File: src/rtl/step_controller.sv
// Processor step sequencer: single-step, free-run at a selectable rate, and
// automatic halt on a PC breakpoint or a halt opcode.
module step_controller #(
  parameter logic [23:0] PRESCALE = 24'd12500000,
  parameter logic [3:0]  HALT_OP  = 4'hF
) (
  input  logic        Clock,
  input  logic        Reset,
  input  logic        StepPulse,
  input  logic        RunReq,
  input  logic [1:0]  RateSel,
  input  logic        BreakEn,
  input  logic [6:0]  BreakAddr,
  input  logic [6:0]  PC,
  input  logic [15:0] IR,
  output logic        StepEn,
  output logic [1:0]  State,
  output logic        Running,
  output logic        Halted,
  output logic [15:0] StepCount
);

  typedef enum logic [1:0] {
    IDLE = 2'b00,
    STEP = 2'b01,
    RUN  = 2'b10,
    HALT = 2'b11
  } state_t;

  state_t      state;
  state_t      state_nx;
  logic        step_nx;
  logic [23:0] prescaler;
  logic [23:0] prescaler_nx;
  logic [23:0] shifted;
  logic [23:0] reload;
  logic        stop_hit;
  logic        ir_unused;

  // The run period never drops below one clock, even when the shift empties it.
  always_comb begin
    shifted = PRESCALE >> {RateSel, 1'b0};
    if (shifted == 24'd0) begin
      reload = 24'd0;
    end else begin
      reload = shifted - 24'd1;
    end
  end

  assign stop_hit  = (BreakEn && (PC == BreakAddr)) || (IR[15:12] == HALT_OP);
  assign ir_unused = ^IR[11:0];

  always_comb begin
    state_nx     = state;
    step_nx      = 1'b0;
    prescaler_nx = prescaler;
    case (state)
      IDLE: begin
        if (StepPulse) begin
          state_nx = STEP;
          step_nx  = 1'b1;
        end else if (RunReq) begin
          state_nx     = RUN;
          prescaler_nx = reload;
        end else begin
          state_nx = IDLE;
        end
      end
      STEP: begin
        state_nx = IDLE;
      end
      RUN: begin
        // Dropping RunReq wins over a tick landing in the same cycle.
        if (!RunReq) begin
          state_nx = IDLE;
        end else if (prescaler == 24'd0) begin
          if (stop_hit) begin
            state_nx = HALT;
          end else begin
            step_nx      = 1'b1;
            prescaler_nx = reload;
          end
        end else begin
          prescaler_nx = prescaler - 24'd1;
        end
      end
      HALT: begin
        if (StepPulse) begin
          state_nx = STEP;
          step_nx  = 1'b1;
        end else if (!RunReq) begin
          state_nx = IDLE;
        end else begin
          state_nx = HALT;
        end
      end
      default: begin
        state_nx = IDLE;
      end
    endcase
  end

  always_ff @(posedge Clock or negedge Reset) begin
    if (!Reset) begin
      state     <= IDLE;
      prescaler <= 24'd0;
      StepEn    <= 1'b0;
      Running   <= 1'b0;
      Halted    <= 1'b0;
      StepCount <= 16'd0;
    end else begin
      state     <= state_nx;
      prescaler <= prescaler_nx;
      StepEn    <= step_nx;
      Running   <= (state_nx == RUN);
      Halted    <= (state_nx == HALT);
      if (step_nx) begin
        StepCount <= StepCount + 16'd1;
      end else begin
        StepCount <= StepCount;
      end
    end
  end

  assign State = state;

endmodule

File: config.mk
export PLATFORM = sky130hd
export DESIGN_NAME = step_controller
export DESIGN_NICKNAME = d
export VERILOG_FILES = /design/src/rtl/step_controller.sv
export SDC_FILE = /design/constraint.sdc
export NUM_CORES = 1
export LEC_CHECK = 0
export CORE_MARGIN = 4
export CORE_UTILIZATION = 35
export CTS_BUF_LIST = sky130_fd_sc_hd__clkbuf_4
export CTS_CLUSTER_DIAMETER = 150
export DETAILED_ROUTE_END_ITERATION = 7
export GPL_TIMING_DRIVEN = 0
export SLEW_MARGIN = 20
export SYNTH_ARGS = -nofsm -noshare
export SYNTH_HDL_FRONTEND = slang
export SYNTH_SLANG_ARGS = --single-unit
File: constraint.sdc
create_clock -name Clock -period 2.95 [get_ports Clock]
set_input_delay 0.59 -clock Clock [delete_from_list [all_inputs] [get_ports Clock]]
set_output_delay 0.59 -clock Clock [all_outputs]
set_load 0.01 [all_outputs]
Yosys cells after proc, flatten, opt, wreduce, memory -nomap -nowiden
Cells that the tools add are included.
{"block": "totals", "ff_bits": 45, "input_bits": 37, "word_cells": 49}
{"block": "classes", "addsub": 3, "eq_ne": 11, "shifts": 1, "muxes": 20, "reduce_logical": 8}
{"operator": "2-to-1 mux 24 bit", "n": 6}
{"operator": "logical NOT 24 bit", "n": 2}
{"operator": "case mux 24 bit (2 select lines)", "n": 1}
{"operator": "subtractor 24 x 1 -> 24 bit (second input constant)", "n": 2}
{"operator": "right shift 24 x 3 -> 24 bit (first input constant)", "n": 1}
{"operator": "adder 16 x 1 -> 16 bit (second input constant)", "n": 1}
{"operator": "2-to-1 mux 2 bit", "n": 7}
{"operator": "== test 2 bit (second input constant)", "n": 4}
{"operator": "case mux 2 bit (4 select lines)", "n": 1}
{"operator": "== test 7 bit", "n": 1}
{"operator": "inequality test 2 bit (second input constant)", "n": 3}
{"operator": "AND reduction 5 bit", "n": 1}
{"operator": "== test 4 bit (second input constant)", "n": 1}
{"operator": "2-to-1 mux 1 bit", "n": 4}
{"operator": "inequality test 3 bit (second input constant)", "n": 1}
{"operator": "== test 2 x 1 -> 1 bit (second input constant)", "n": 1}
{"operator": "logical NOT 2 bit", "n": 1}
{"operator": "case mux 1 bit (2 select lines)", "n": 1}
{"operator": "nonzero test 2 bit", "n": 1}
{"operator": "OR reduction 2 bit", "n": 1}
{"operator": "logical AND 1 bit", "n": 1}
{"operator": "logical OR 1 bit", "n": 1}

Depth between registers and ports, before layout
{"block": "depth", "word_depth": 8, "mapped_depth": 10, "ltp_nobuf": 9}

Least setup slack after synthesis
OpenSTA, ideal clock, no wires.
{"block": "synth_timing", "kind": "register -> register", "from": "register prescaler[0]", "to": "register prescaler[19]", "setup_ns": 0.122, "arrival_ns": 2.371, "setup_slack_ns": 0.457, "path_stages_with_launch": 10, "cell_sequence": "dfrtp_1 inv_1 ha_1 or3b_2 nor3_1 and4_1 clkbuf_2 a31oi_1 clkbuf_1 a32o_1"}
{"block": "synth_between", "elab_chain_cells": 4, "elab_cells_between_ends": 7, "classes_between": "add/sub (1); eq/ne (1); mux (3); reduce/logical (2)"}
{"item": "start, declared", "line": "33", "text": "logic [23:0] prescaler;"}
{"item": "start signal, assigned", "line": "113", "text": "prescaler <= prescaler_nx;"}
{"item": "subtractor 24 x 1 -> 24 bit or logical NOT 24 bit (tied branches)", "line": "84, 76"}
{"item": "2-to-1 mux 24 bit", "line": "76", "text": "end else if (prescaler == 24'd0) begin"}
{"item": "2-to-1 mux 24 bit", "line": "74", "text": "if (!RunReq) begin"}
{"item": "case mux 24 bit (2 select lines)", "line": "57", "text": "case (state)"}
Several ways; a longest one is shown, not always the timed one. The select of a mux whose other input is x is not followed.
A chain may end at the register's enable or synchronous reset.

Final worst setup path
{"block": "layout_timing", "from": "register prescaler[0]", "to": "register prescaler[14]"}
The elaborated chain is that of the path after synthesis.

==> impl_metrics.tcl <==
set metrics [dict create \
    status "completed" \
    p_leak_nw 1.42 \
    p_switching_w 0.000666 \
    cts_max_level 2 \
    antenna_found_initial 0 \
    cts_buffers 5 \
    coreArea_um2 7730 \
    pwr-share-comb_pct 31.4 \
    setup_viol 0 \
    drtIter0Drc 170 \
    fin_nets 416 \
    final_util_pct 45.0 \
    maxSlewViolCount 0 \
    cts_setup_buffers 0 \
    synth_top_cells_by_count "dfrtp_1 (45), nor2_1 (28), nand2_1 (25), o21ai_0 (24), a21oi_1 (18)" \
    synth-seq-cells 45 \
    detail_route.wirelength_um 7680 \
    start_util_pct 36.1 \
    crit_chain "inv_1, ha_1, or4b_2, nor4_4, a31oi_4, clkbuf_2, a22oi_1, o21ai_0" \
    worst_pin_slew_ns 0.708 \
    cts_tree "done" \
    finalHoldViolCount 0 \
    final_cell_area_um2 3480 \
    grt_pass1_vias 2662 \
    syn_avg_cell_area_um2 8.85 \
    vias 2602 \
    power_density_nw_per_um2 509 \
    io_buffers 45 \
    arrival_ns 3.03 \
    area_delta_synth_final_pct 24.8 \
    clkTransAtPathRegs_ns 0.14 \
    clockPowerShare_pct 16.7 \
    antennaDiodeCount 0 \
    synth_edf_count 0 \
    p_seq_share_pct 51.9 \
    hpwl_um 5710 \
    rsz0062_at_grt "yes" \
    synth_flop_cell "dfrtp_1" \
    grt_use_total_pct 16.4 \
    grt_max_degree 31 \
    synthesis.nets 363 \
    cts-root-buf "clkbuf_4" \
    rows 32 \
    gp_congestion 0.917 \
    synthCells 315 \
    place_ws_ns -0.0841 \
    remaining_drc_errors 0 \
    ys_async_sr_fraction_pct 100 \
    min_period_ns 2.81 \
    cp-start-kind "register" \
    min_period_over_period_pct 95.1 \
    synthDominantCellAreaShare_pct 40.4 \
    synth.distinct_cells 53 \
    max-slew-margin-rel_pct 52.5 \
    maxCapViolCount 0 \
    cp_max_fo 10 \
    clk_latency_ns 0.36 \
    crit_type "reg -> reg" \
    netlist_area_um2 2790 \
    cp-end-kind "register" \
    ir_worst_vdd_mv 0.249 \
    clock_skew_ns 0.00914 \
    max_freq_mhz 356 \
    crit_required_ns 3.17 \
    drive_above_1_share_pct 8.70 \
    die_x_um 97.3 \
    cts_buffer_depth 2 \
    dieArea_um2 9460 \
    setup_slack_ns 0.144 \
    netlist_top_cells_area "dfrtp_1 (40%), xnor2_1 (5.0%), ha_1 (4.9%)" \
    tns_ns 0 \
    sw_frac_of_total_pct 37.6 \
    grt_pass1_wl_um 13000 \
    grt_overflow 0 \
    cts.sinks 45 \
    first_pass_iters 4 \
    die_h_um 97.3 \
    slowest_stage "or4b_2" \
    dpl-instance-area_um2 3380 \
    wl_per_cell_um 16.3 \
    viasPerCell 5.54 \
    yosys.area.top_type "dfrtp_1" \
    yosysMostFrequentCell "dfrtp_1" \
    max_stage_delay_ns 0.66 \
    hold_path_class "in -> async" \
    io_pins 58 \
    seq_area_frac_synth_pct 40.4 \
    ant_nets 0 \
    power.internal_w 0.00110 \
    yosysWarningCount 0 \
]
logic make-up after synthesis:
| family | synth area share, % |
|---|---|
| AND/OR/NAND/NOR | 24.0 |
| AO/OA/AOI/OAI | 20.0 |
| flip-flops | 40.4 |
| buffers and inverters | 3.81 |
| XOR/XNOR | 6.91 |
| adder cells (fa/ha/maj) | 4.93 |
registers in the layout (all words and copies together), names as in the netlist:
signal and count:
prescaler 24, StepCount 16, State 2, Halted 1, Running 1, StepEn 1
power groups by stage:
stage                     Sequential [W]  Combinational, W  Clock [W]
after floorplan                 0.000906          0.000303          0
after global placement          0.000924          0.000533          0
after detailed placement        0.000928          0.000542          0
after CTS                       0.000916          0.000548   0.000305
after global routing            0.000944          0.000615   0.000329
final                           0.000919          0.000556   0.000296
layout make-up:
| type | count | area (um^2) |
|---|---|---|
| inverter | 18 | 67.6 |
| clock buffer | 5 | 37.5 |
| timing repair buffer | 46 | 465 |
| fill | 775 | 4250 |
| buffer | 9 | 43.8 |
| multi-input combinational | 243 | 1600 |
| tap | 102 | 128 |
| sequential | 45 | 1130 |
| clock inverter | 2 | 11.3 |
placed cells by master, fill, tap and decap left out, types with 4 or more instances in the layout:
cell type	netlist	layout
nand4_1	12	12
ha_1	11	11
buf_2	3	4
nor2_1	28	28
o21ai_0	24	23
dfrtp_1	45	45
xnor2_1	16	16
nor4_1	6	6
xor2_1	6	6
a31oi_1	8	6
nand2_1	25	25
a31o_2	5	4
a41o_1	4	4
nor3_1	15	14
or4_1	5	5
nand3_1	14	14
a21oi_1	18	18
o21a_1	5	5
clkdlybuf4s50_1	0	44
clkbuf_4	0	5
inv_1	17	17
worst paths after layout:
kind	from	end	slack, ns	depth (start not counted)
max	prescaler[0]	prescaler[14]	0.14	8
min	Reset	prescaler[4]	0.14	1
max reg2reg	prescaler[0]	prescaler[14]	0.14	8
min reg2reg	StepCount[15]	StepCount[15]	0.48	1
max in group asynchronous	Reset	prescaler[14]	2.31	2
min in group Clock	StepCount[15]	StepCount[15]	0.48	1
worst max-delay path, delay by kind of cell (launching register included):
kind / cells / cell delay [ns]
fa+ha+maj: 1 / 0.24
simple gates: 2 / 0.98
flops: 1 / 0.45
buf+inv: 2 / 0.36
compound gates: 3 / 0.63
metal layers:
| metal | GRT usage, % | wire length, um | vias to the layer above |
|---|---|---|---|
| met5 | 0 | 0 | - |
| met4 | 4.58 | 106 | 0 |
| met3 | 2.73 | 268 | 14 |
| met2 | 26.5 | 3620 | 62 |
| met1 | 22.7 | 3690 | 1260 |
| li1 | - | - | 1266 |
metrics by stage:
stage	power [W]	hold WS, ns	instances
after CTS	0.00177	0.142	470
final	0.00177	0.140	470
after global routing	0.00189	0.159	470
after floorplan	0.00121	0.294	315
after global placement	0.00146	0.464	462
after detailed placement	0.00147	0.457	463
timing repair:
action                                 in CTS  in global routing
gates resized for setup                     4                  7
setup endpoints to repair                   5                 17
hold buffers                                0                  0
endpoints found under the hold margin       0                  0
Note: power is estimated with default switching activity, not from simulation.
